<file path="src/rtl/ram_port_arbiter.sv">
// Arbitrates the CPU bus port and the diagnostics SPI port onto one synchronous single-port RAM.
// Optional grant statistics counters are compiled in when ARB_STATS_EN is defined.
module ram_port_arbiter #(
  parameter int ADDR_WIDTH    = 16,
  parameter int DATA_WIDTH    = 8,
  parameter int DIAG_MAX_WAIT = 4
) (
  input  logic                  fpga_clk,
  input  logic                  fpga_reset,
  input  logic                  halt,
  input  logic                  cpu_req,
  input  logic                  cpu_we,
  input  logic [ADDR_WIDTH-1:0] cpu_addr,
  input  logic [DATA_WIDTH-1:0] cpu_wdata,
  output logic [DATA_WIDTH-1:0] cpu_rdata,
  output logic                  cpu_ack,
  input  logic                  diag_req,
  input  logic                  diag_we,
  input  logic [ADDR_WIDTH-1:0] diag_addr,
  input  logic [DATA_WIDTH-1:0] diag_wdata,
  output logic [DATA_WIDTH-1:0] diag_rdata,
  output logic                  diag_ack,
  output logic                  ram_cs,
  output logic                  ram_we,
  output logic [ADDR_WIDTH-1:0] ram_addr,
  output logic [DATA_WIDTH-1:0] ram_wdata,
  input  logic [DATA_WIDTH-1:0] ram_rdata,
  output logic [1:0]            owner
`ifdef ARB_STATS_EN
  ,
  input  logic                  stats_clear,
  output logic [15:0]           cpu_grants,
  output logic [15:0]           diag_grants
`endif
);

  typedef enum logic [1:0] {
    ST_IDLE   = 2'd0,
    ST_ACCESS = 2'd1,
    ST_DONE   = 2'd2
  } state_e;

  typedef enum logic [1:0] {
    OWN_NONE = 2'b00,
    OWN_CPU  = 2'b01,
    OWN_DIAG = 2'b10
  } owner_e;

  localparam logic [3:0] MAX_WAIT = 4'(DIAG_MAX_WAIT);

  state_e                state_q, state_d;
  owner_e                owner_q, owner_d;
  logic [3:0]            starve_q, starve_d;
  logic                  acc_we_q, acc_we_d;
  logic                  ram_cs_q, ram_cs_d;
  logic                  ram_we_q, ram_we_d;
  logic [ADDR_WIDTH-1:0] ram_addr_q, ram_addr_d;
  logic [DATA_WIDTH-1:0] ram_wdata_q, ram_wdata_d;
  logic [DATA_WIDTH-1:0] cpu_rdata_q, cpu_rdata_d;
  logic [DATA_WIDTH-1:0] diag_rdata_q, diag_rdata_d;
  logic                  cpu_ack_q, cpu_ack_d;
  logic                  diag_ack_q, diag_ack_d;
  logic                  diag_wins;
  logic                  cpu_wins;

  // Diag takes the slot when alone, while halted, or once the CPU has starved it MAX_WAIT times.
  assign diag_wins = diag_req && (!cpu_req || halt || (starve_q == MAX_WAIT));
  assign cpu_wins  = cpu_req && !diag_wins;

  // NOTE: every signal written here gets a default first, so no path can infer a latch.
  always_comb begin
    state_d      = state_q;
    owner_d      = owner_q;
    starve_d     = starve_q;
    acc_we_d     = acc_we_q;
    ram_cs_d     = ram_cs_q;
    ram_we_d     = ram_we_q;
    ram_addr_d   = ram_addr_q;
    ram_wdata_d  = ram_wdata_q;
    cpu_rdata_d  = cpu_rdata_q;
    diag_rdata_d = diag_rdata_q;
    cpu_ack_d    = 1'b0;
    diag_ack_d   = 1'b0;

    unique case (state_q)
      ST_IDLE: begin
        if (diag_wins) begin
          ram_addr_d  = diag_addr;
          ram_we_d    = diag_we;
          ram_wdata_d = diag_wdata;
          acc_we_d    = diag_we;
          ram_cs_d    = 1'b1;
          owner_d     = OWN_DIAG;
          starve_d    = '0;
          state_d     = ST_ACCESS;
        end else if (cpu_wins) begin
          ram_addr_d  = cpu_addr;
          ram_we_d    = cpu_we;
          ram_wdata_d = cpu_wdata;
          acc_we_d    = cpu_we;
          ram_cs_d    = 1'b1;
          owner_d     = OWN_CPU;
          if (!diag_req)                 starve_d = '0;
          else if (starve_q != MAX_WAIT) starve_d = starve_q + 4'd1;
          state_d     = ST_ACCESS;
        end else begin
          ram_cs_d = 1'b0;
          owner_d  = OWN_NONE;
        end
      end
      ST_ACCESS: begin
        ram_cs_d = 1'b0;
        ram_we_d = 1'b0;
        state_d  = ST_DONE;
      end
      ST_DONE: begin
        // The macro has presented read data since the end of the ACCESS cycle.
        if (owner_q == OWN_DIAG) begin
          diag_ack_d = 1'b1;
          if (!acc_we_q) diag_rdata_d = ram_rdata;
        end else begin
          cpu_ack_d = 1'b1;
          if (!acc_we_q) cpu_rdata_d = ram_rdata;
        end
        owner_d = OWN_NONE;
        state_d = ST_IDLE;
      end
      default: state_d = ST_IDLE;
    endcase
  end

  // NOTE: sequential state uses non-blocking assignments so all flops update together at the edge.
  always_ff @(posedge fpga_clk or negedge fpga_reset) begin
    if (!fpga_reset) begin
      state_q      <= ST_IDLE;
      owner_q      <= OWN_NONE;
      starve_q     <= '0;
      acc_we_q     <= 1'b0;
      ram_cs_q     <= 1'b0;
      ram_we_q     <= 1'b0;
      ram_addr_q   <= '0;
      ram_wdata_q  <= '0;
      cpu_rdata_q  <= '0;
      diag_rdata_q <= '0;
      cpu_ack_q    <= 1'b0;
      diag_ack_q   <= 1'b0;
    end else begin
      state_q      <= state_d;
      owner_q      <= owner_d;
      starve_q     <= starve_d;
      acc_we_q     <= acc_we_d;
      ram_cs_q     <= ram_cs_d;
      ram_we_q     <= ram_we_d;
      ram_addr_q   <= ram_addr_d;
      ram_wdata_q  <= ram_wdata_d;
      cpu_rdata_q  <= cpu_rdata_d;
      diag_rdata_q <= diag_rdata_d;
      cpu_ack_q    <= cpu_ack_d;
      diag_ack_q   <= diag_ack_d;
    end
  end

  assign ram_cs     = ram_cs_q;
  assign ram_we     = ram_we_q;
  assign ram_addr   = ram_addr_q;
  assign ram_wdata  = ram_wdata_q;
  assign cpu_rdata  = cpu_rdata_q;
  assign diag_rdata = diag_rdata_q;
  assign cpu_ack    = cpu_ack_q;
  assign diag_ack   = diag_ack_q;
  assign owner      = owner_q;

`ifdef ARB_STATS_EN
  logic [15:0] cpu_grants_q, cpu_grants_d;
  logic [15:0] diag_grants_q, diag_grants_d;

  // Counts land in the same cycle as the ack; clear wins over a coincident increment.
  always_comb begin
    cpu_grants_d  = cpu_grants_q;
    diag_grants_d = diag_grants_q;
    if (stats_clear) begin
      cpu_grants_d  = '0;
      diag_grants_d = '0;
    end else begin
      if (cpu_ack_d && (cpu_grants_q != 16'hFFFF))   cpu_grants_d  = cpu_grants_q + 16'd1;
      if (diag_ack_d && (diag_grants_q != 16'hFFFF)) diag_grants_d = diag_grants_q + 16'd1;
    end
  end

  always_ff @(posedge fpga_clk or negedge fpga_reset) begin
    if (!fpga_reset) begin
      cpu_grants_q  <= '0;
      diag_grants_q <= '0;
    end else begin
      cpu_grants_q  <= cpu_grants_d;
      diag_grants_q <= diag_grants_d;
    end
  end

  assign cpu_grants  = cpu_grants_q;
  assign diag_grants = diag_grants_q;
`endif

endmodule
</file>
<file path="config.mk">
export PLATFORM = sky130hd
export DESIGN_NAME = ram_port_arbiter
export DESIGN_NICKNAME = d
export VERILOG_FILES = /design/src/rtl/ram_port_arbiter.sv
export SDC_FILE = /design/constraint.sdc
export NUM_CORES = 1
export LEC_CHECK = 0
export BUFFER_PORTS_ARGS = -buffer_cell sky130_fd_sc_hd__buf_4
export CAP_MARGIN = 20
export CORE_ASPECT_RATIO = 0.75
export CORE_MARGIN = 10
export CORE_UTILIZATION = 51
export DETAILED_ROUTE_END_ITERATION = 8
export HOLD_SLACK_MARGIN = 0.1
export PLACE_DENSITY = 0.92
export SYNTH_ARGS = -nofsm -noshare
export SYNTH_HDL_FRONTEND = slang
export SYNTH_SLANG_ARGS = --single-unit
</file>
<file path="constraint.sdc">
create_clock -name fpga_clk -period 3.1 [get_ports fpga_clk]
set_input_delay 0.465 -clock fpga_clk [delete_from_list [all_inputs] [get_ports fpga_clk]]
set_output_delay 0.465 -clock fpga_clk [all_outputs]
set_load 0.03 [all_outputs]
</file>
======== After elaboration in Yosys (flattened, before gate mapping) ========
Cells that the tools add are included.
Widths: inputs -> output; s select.
word-level totals
  output and inout bits ................... 46
  logic and storage cells ................. 61
  flip-flop bits (word level) ............. 53
  bits of input ports ..................... 63
cells by class
  eq/ne operators ......................... 7
  bitwise gates (word level) .............. 2
  add/subtract/negate cells ............... 1
  mux-type cells .......................... 24
  reduce and logical (&&, ||, !) cells .... 15
operator list
  operator             number
  $mux 16              2
  $mux 4               4
  $mux 8               2
  $mux 1               9
  $reduce_and 3->1     3
  $pmux 2 s2           2
  $mux 2               3
  $reduce_bool 2->1    3
  $add 4x1->4 const B  1
  $eq 2x2->1 const B   2
  $eq 4x3->1 const B   1
  $ne 4x3->1 const B   1
  $pmux 1 s2           2
  $reduce_and 2->1     2
  $ne 3x1->1 const B   1
  $ne 3x3->1 const B   1
  $eq 2x1->1 const B   1
  $logic_and 1x1->1    2
  $logic_not 1->1      2
  $logic_not 2->1      1
  $logic_or 1x1->1     2
  $not 1->1            2

======== Depth between registers and ports, before layout ========
Gate-level depths: netlist of run 1.
  depth in word-level cells ............... 9
  gate-level depth with buffers ........... 7
  mapped depth without buffers ............ 5

======== Worst setup path before layout of run 1 ========
No wires, ideal clock.
  kind .................................... register to register
  start ................................... register owner_q[1] (netlist: owner[1])
  end ..................................... register diag_rdata_q[0] (netlist: diag_rdata[0])
  path buffers ............................ 0
  setup slack ............................. 1373 ps
  stages on the path, launching flop included .. 4
  arrival time ............................ 1602 ps
  period minus slack after synthesis ...... 1727 ps
  required time ........................... 2975 ps
  setup time .............................. 125 ps
  cells stage by stage .................... dfrtp_1 > nor2b_1 > nor3b_2 > mux2_2
between the ends
  word-level cells in the longest chain between the ends .. 2
ends and longest elaborated chain
  element                            RTL line  RTL
  start, declared                    52        owner_e owner_q, owner_d;
  start signal, assigned             149       owner_q <= owner_d;
  $eq 2x2->1                         118       if (owner_q == OWN_DIAG) begin
  $reduce_and 3->1 (no source line)  -
  end signal, assigned               157       diag_rdata_q <= diag_rdata_d;
  end, declared                      60        logic [DATA_WIDTH-1:0] diag_rdata_q, diag_rdata_d;
No other way between the ends.
A chain may end at the register's enable or synchronous reset.

======== Final worst setup path of run 1 ========
  start ................................... register starve_q[0]
  end ..................................... register ram_wdata_q[4] (netlist: ram_wdata[4])
between the ends
  word-level cells in the longest chain between the ends .. 7
  elaborated cells on any way between the ends .. 8
  those cells by class .................... 1 x eq/ne; 1 x mux; 6 x reduce/logical
ends and longest elaborated chain
  element                             RTL line  RTL
  start, declared                     53        logic [3:0] starve_q, starve_d;
  start signal, assigned              150       starve_q <= starve_d;
  $eq 4x3->1 *                        67        assign diag_wins = diag_req && (!cpu_req || halt || (starve_q == MAX_WAIT));
  $logic_or 1x1->1 *                  67
  $logic_and 1x1->1 *                 67
  $logic_not 1->1                     68        assign cpu_wins = cpu_req && !diag_wins;
  $logic_and 1x1->1                   68
  $reduce_bool 2->1 (no source line)  -
  $reduce_and 2->1 (no source line)   -
  end signal, assigned                155       ram_wdata_q <= ram_wdata_d;
  end, declared                       58        logic [DATA_WIDTH-1:0] ram_wdata_q, ram_wdata_d;
Mark *: on every way between the ends. The rest lies on a longest branch, timed or not.

==> impl_metrics.tcl, run 1 <==
set metrics [dict create \
    clk_pin_slew_worst_paths_ps 100 \
    layout_min_cycle_time_ps 1910 \
    portBuffers 108 \
    num_antenna_cells 0 \
    criticalPathCategory "register to register" \
    syn_area_per_cell_um2 10.8 \
    cts_made_buffers 5 \
    synth_edf_count 0 \
    setup_tns_ps 0 \
    first_global_vias 2476 \
    ant_nets 0 \
    clock-sinks 53 \
    wl_per_cell_um 19.7 \
    postSynth.asyncResetShare 1.00 \
    grt_start_max_net_pins 54 \
    place.gp.congestion 0.797 \
    cts_tree "yes" \
    cts_setup_buffers 0 \
    crit_required_ps 3270 \
    wl_mm 7.73 \
    crit_path_top_delay_cell "o21a_1" \
    path_cells "inv_1 > ha_1 > and3b_1 > o21a_1 > buf_4 > o211ai_1" \
    ys_seq_area_frac 0.518 \
    fmax_ghz 0.523 \
    synth-seq-cells 53 \
    syn2layout_area_growth_pct 36.4 \
    cts_resized 0 \
    hold_class "input port to async pin" \
    root_buffer "clkbuf_8" \
    grt_antenna_before_repair 0 \
    drtPass1Iterations 4 \
    ir_drop_mv 0.507 \
    finalCritPeriodShare 0.617 \
    insertion_delay_ps 310 \
    rsz0062_at_grt "false" \
    drt_iter0_drc 207 \
    totalPowerFinal_uw 3630 \
    start_kind "register" \
    die_w_um 102 \
    drv_cap 0 \
    slew_viol_final 0 \
    drive_gt1_frac 0.434 \
    grt_usage 0.181 \
    slowest_delay_ps 480 \
    grt-ovfl-total 0 \
    dieArea_um2 8290 \
    ctsHtreeMaxLevel 2 \
    ys.flop_type "dfrtp_1" \
    slew_headroom 0.439 \
    core_um2 4870 \
    final_cell_mix "buf_4 (113), dfrtp_1 (53), nand3_1 (27), o21ai_0 (27), o211ai_1 (26)" \
    initial_utilization 0.526 \
    synth_cells 237 \
    die_y_um 81.4 \
    syn_nets 302 \
    clockBufferDepth 2 \
    outcome "finished clean" \
    critPathMaxFanout 15 \
    syn_area_um2 2560 \
    postCtsHoldBufs 0 \
    tightest_slew_ps 841 \
    yosysWarnings 0 \
    endpoint_kind "register" \
    fp-row-count 22 \
    power.density_nw_per_um2 1040 \
    hpwlAfterDp_mm 5.62 \
    io_pins 109 \
    fin_skew_ps 7.50 \
    synth.distinct_cells 34 \
    setup_viol 0 \
    vias_per_cell 6.12 \
    grt_pass1_wl_mm 12.1 \
    cellLeakagePower_uw 0.00155 \
    hold_violations 0 \
    vias 2399 \
    drc_errors 0 \
    finalNetCount 396 \
    layout_commonest_cell "buf_4" \
    critical_path_arrival_ps 2080 \
]
## per-stage QoR
step / worst slack (ps) / hold WS [ps] / util / std cells / cell area [um^2]
after floorplan: 1370 / 169 / - / 237 / 2560
after global placement: 1280 / 481 / 0.694 / 384 / 3380
after detailed placement: 1230 / 489 / 0.694 / 384 / 3380
after CTS: 1220 / 201 / 0.717 / 392 / 3490
after global routing: 1060 / 234 / 0.717 / 392 / 3490
final: 1190 / 183 / 0.717 / 392 / 3490
## synthesized netlist by cell type (2+ instances only)
master,count,area share
buf_1,5,0.0073
buf_2,6,0.012
clkbuf_1,14,0.021
dfrtp_1,53,0.52
ha_1,2,0.0098
inv_1,3,0.0044
mux2_2,16,0.070
nand2_1,2,0.0029
nand2b_1,3,0.0073
nand3_1,27,0.053
nor2_1,4,0.0059
nor2b_1,3,0.0073
o2111ai_1,25,0.085
o211ai_1,26,0.076
o21ai_0,27,0.053
o21ai_1,2,0.0039
or2_2,2,0.0049
## critical path, delay by kind of cell (launching register included)
family	cells	cell delay, ps
compound gates	2	630
fa+ha+maj	1	130
buf+inv	2	380
flops	1	440
simple gates	1	190
## where the power goes
| part | internal, uW | total, uW | switching (uW) |
|---|---|---|---|
| Sequential | 1010 | 1200 | 194 |
| Combinational | 738 | 1950 | 1210 |
| Clock | 242 | 474 | 232 |
## worst paths after layout
check / startpoint / to / slack (ps) / cells past startpoint
setup / recovery: starve_q[0] / ram_wdata[4] / 1190 / 6
hold / removal: fpga_reset / cpu_rdata[4] / 180 / 1
setup reg to reg: starve_q[0] / ram_wdata[4] / 1190 / 6
hold reg to reg: ram_cs / ram_cs / 510 / 1
max in group asynchronous: fpga_reset / ram_addr[8] / 2490 / 1
min in group fpga_clk: ram_rdata[0] / cpu_rdata[0] / 400 / 2
## routing by layer
metal  share of wire  GRT usage  vias up
li1                -          -     1101
met1            0.40      0.223     1151
met2            0.46      0.290      142
met3            0.14     0.0865        5
met4          0.0044     0.0309        0
met5               0          0        -
## area by class of cell
| type | count | area, um^2 |
|---|---|---|
| fill | 384 | 1380 |
| sequential | 53 | 1330 |
| multi-input combinational | 155 | 1120 |
| timing repair buffer | 113 | 848 |
| tap | 60 | 75.1 |
| clock buffer | 5 | 68.8 |
| clock inverter | 3 | 46.3 |
| inverter | 3 | 11.3 |
## registers in the layout, indices dropped and copies added, names as in the netlist
register    flops
acc_we_q        1
ram_we          1
cpu_ack         1
starve_q        4
diag_ack        1
diag_rdata      8
ram_addr       16
owner           2
ram_cs          1
cpu_rdata       8
state_q         2
ram_wdata       8
## kinds of logic (layout without fill, tap and decap cells)
kind of cell | count (synthesis) | in the layout | share of synthesized area
AOI/OAI and AO/OA | 88 | 88 | 0.244
buffers and inverters | 29 | 124 | 0.0484
muxes | 16 | 16 | 0.0703
adders and majority gates | 2 | 2 | 0.00977
DFF | 53 | 53 | 0.518
and+or+nand+nor | 49 | 49 | 0.110
Power figures use the tool's default switching activity.
==> run 2: changes to the inputs <==
ABC_AREA = 1   (was unset)
CORE_UTILIZATION = 44   (was 51)
PLACE_DENSITY = 0.84   (was 0.92)
clock period = 1.7 ns   (was 3.1 ns; I/O delays follow)
==> run 2 against run 1 <==
Final area grew 2.6%; non-clock buffer count shrank 1; flip-flop and latch count is the same; final cell count grew 25%; synthesized area grew 4.5%; first-iteration DRC count shrank 60%; via count shrank 4.0%; power grew 74%; hold slack gained 51 ps; critical path depth grew 2; combinational power grew 77%; sequential share of layout area shrank 0.97 points; largest cell class unchanged.
==> impl_metrics.tcl, run 2 <==
set metrics [dict create \
    outcome "finished clean" \
    synth.distinct_cells 26 \
    placedInstanceArea_um2 3500 \
    tightest_slew_ps 657 \
    cellLeakagePower_uw 0.00195 \
    synth_edf_count 0 \
    seqPwrFrac 0.348 \
    syn2layout_area_growth_pct 33.9 \
    drc_errors 0 \
    ys_seq_area_frac 0.495 \
    setup_viol 0 \
    drive_gt1_frac 0.364 \
    crit_path_top_delay_cell "dfrtp_1" \
    die_y_um 87.6 \
    clockPowerShare 0.106 \
    p_sw_uw 2950 \
    syn_area_per_cell_um2 8.75 \
    syn_area_um2 2680 \
    slew_headroom 0.562 \
    grt_usage 0.148 \
    switching_share 0.467 \
    min_to "cpu_rdata[4]" \
    rrSetupSlack_ps 170 \
    initial_utilization 0.457 \
    combPwrFrac 0.545 \
    p_int_uw 3370 \
    num_antenna_cells 0 \
    hold_violations 0 \
    dp_worst_setup_slack_ps 182 \
    fin_skew_ps 4.11 \
    ir_drop_mv 0.795 \
    insertion_delay_ps 290 \
    cts_setup_buffers 0 \
    design_area_um2 3590 \
    yosys-top-cells-area "dfrtp_1 (50%), nand2_1 (14%), nand3b_1 (6.7%), inv_1 (5.5%), o21ai_2 (5.2%)" \
    ys.flop_type "dfrtp_1" \
    finish.utilization 0.612 \
    clockBufferDepth 2 \
    finalCritPeriodShare 0.902 \
    grt_antenna_before_repair 0 \
    ctsHtreeMaxLevel 2 \
    criticalPathCategory "register to register" \
    root_buffer "clkbuf_8" \
    path_cells "inv_1 > ha_1 > nand3_2 > nand2_4 > buf_4 > nand3b_1 > nand3_1 > nand2_1" \
    start_kind "register" \
    core_um2 5860 \
    die_w_um 110 \
    cts_tree "yes" \
    synth-seq-cells 53 \
    crit_required_ps 1890 \
    grt-ovfl-total 0 \
    crit_family "simple AND/OR/NAND/NOR gates" \
    synth_top_area_frac 0.495 \
    power.density_nw_per_um2 1760 \
    syn_nets 371 \
    min_from "ram_rdata[4]" \
    dieArea_um2 9640 \
    wl_per_cell_um 14.6 \
    vias 2302 \
    place.gp.congestion 0.769 \
    largest_reg_flops 16 \
    finalWorstSetupSlack_ps 167 \
    fmax_ghz 0.652 \
    yosysMostFrequentCell "nand2_1" \
    slew_viol_final 0 \
    wl_mm 7.15 \
    drtPass1Iterations 4 \
    postSynth.asyncResetShare 1.00 \
    r2r_start "starve_q[0]" \
    reg2regPathDepth 8 \
    portBuffers 108 \
    grt_start_max_net_pins 54 \
    fp-row-count 24 \
    final_cell_mix "buf_4 (111), nand2_1 (102), dfrtp_1 (53), inv_1 (39), nand3_1 (26)" \
    setup_tns_ps 0 \
    clk_pin_slew_worst_paths_ps 90 \
    totalPowerFinal_uw 6320 \
    reg2reg_to "ram_addr[3]" \
    hpwlAfterDp_mm 5.52 \
    clock-sinks 53 \
    first_global_vias 2426 \
    holdPathStages 3 \
    finalNetCount 476 \
    drv_cap 0 \
    layout_min_cycle_time_ps 1530 \
    io_pins 109 \
    slowest_delay_ps 430 \
    synth_cells 306 \
    yosysWarnings 0 \
    endpoint_kind "register" \
    ant_nets 0 \
    vias_per_cell 4.70 \
    layout_commonest_cell "buf_4" \
    drt_iter0_drc 83 \
    grt_pass1_wl_mm 11.6 \
    critPathMaxFanout 17 \
    synth_top_area_cell "dfrtp_1" \
    synthTopCellsByCount "nand2_1 (102), dfrtp_1 (53), inv_1 (39)" \
    cts_made_buffers 5 \
    hold_class "input port to register" \
    rsz0062_at_grt "false" \
    crit_buf_inv 2 \
    critical_path_arrival_ps 1720 \
]
-- run 2: cell types whose count changed after synthesis, sizes merged, moves of 3 or more --
cell and change:
nand2 +107, inv +40, o211ai -26, o2111ai -25, nand3b +23, mux2 -16, clkbuf -14, o21ai -7
nor2 +4, nand2b -3, nor2b -3, or2 -3
-- run 2: tightest hold or removal path, cell delays in order --
cell	delay (ps)
buf_4	70
inv_1	50
o21ai_2	120
-- run 2: metrics by stage --
step                hold slack [ps]  instances
floorplan                     -40.6        306
global route                    227        490
detailed placement              333        481
global placement                335        481
finish                          233        490
CTS                             223        490
-- run 2: power by group through the flow --
stage	Combinational [uW]	Sequential, uW	Clock [uW]
global placement	3430	2200	0
detailed placement	3510	2210	0
CTS	3510	2200	695
finish	3450	2200	673
floorplan	1180	3240	0
global route	3740	2280	741
-- run 2: worst max-delay path by stage --
stage,start,end,depth (start not counted)
4_1_cts,starve_q[0],ram_wdata[6],8
5_1_grt,starve_q[0],ram_wdata[6],8
6_report,starve_q[0],ram_addr[3],8
2_1_floorplan,owner[0],diag_rdata[6],7
3_5_place_dp,starve_q[0],ram_wdata[6],8
3_3_place_gp,starve_q[0],ram_addr[9],8
-- run 2: cell type report --
type	count	area, um^2
inverter	43	161
multi-input combinational	196	1080
timing repair buffer	112	843
tap	78	97.6
fill	535	2270
sequential	53	1330
clock buffer	8	80.1
-- run 2: cells by family after synthesis --
kind of cell | count (synthesis) | synth area share
compound gates | 23 | 0.0696
xor+xnor | 2 | 0.00654
fa+ha+maj | 2 | 0.00934
buf+inv | 57 | 0.102
flops | 53 | 0.495
simple gates | 169 | 0.317
-- run 2: timing repair --
action | CTS | global route
endpoints found under the hold margin | 53 | 0
setup endpoints to repair | 0 | 0
hold buffers | 1 | 0
resized for setup | 0 | 0
-- run 2: routing by layer --
layer | track usage | vias to the layer above | routed length [um] | share of wire
li1 | - | 1157 | - | -
met3 | 0.0587 | 7 | 682 | 0.095
met2 | 0.253 | 72 | 3610 | 0.50
met1 | 0.173 | 1066 | 2800 | 0.39
met5 | 0 | - | 0 | 0
met4 | 0.0307 | 0 | 62 | 0.0087
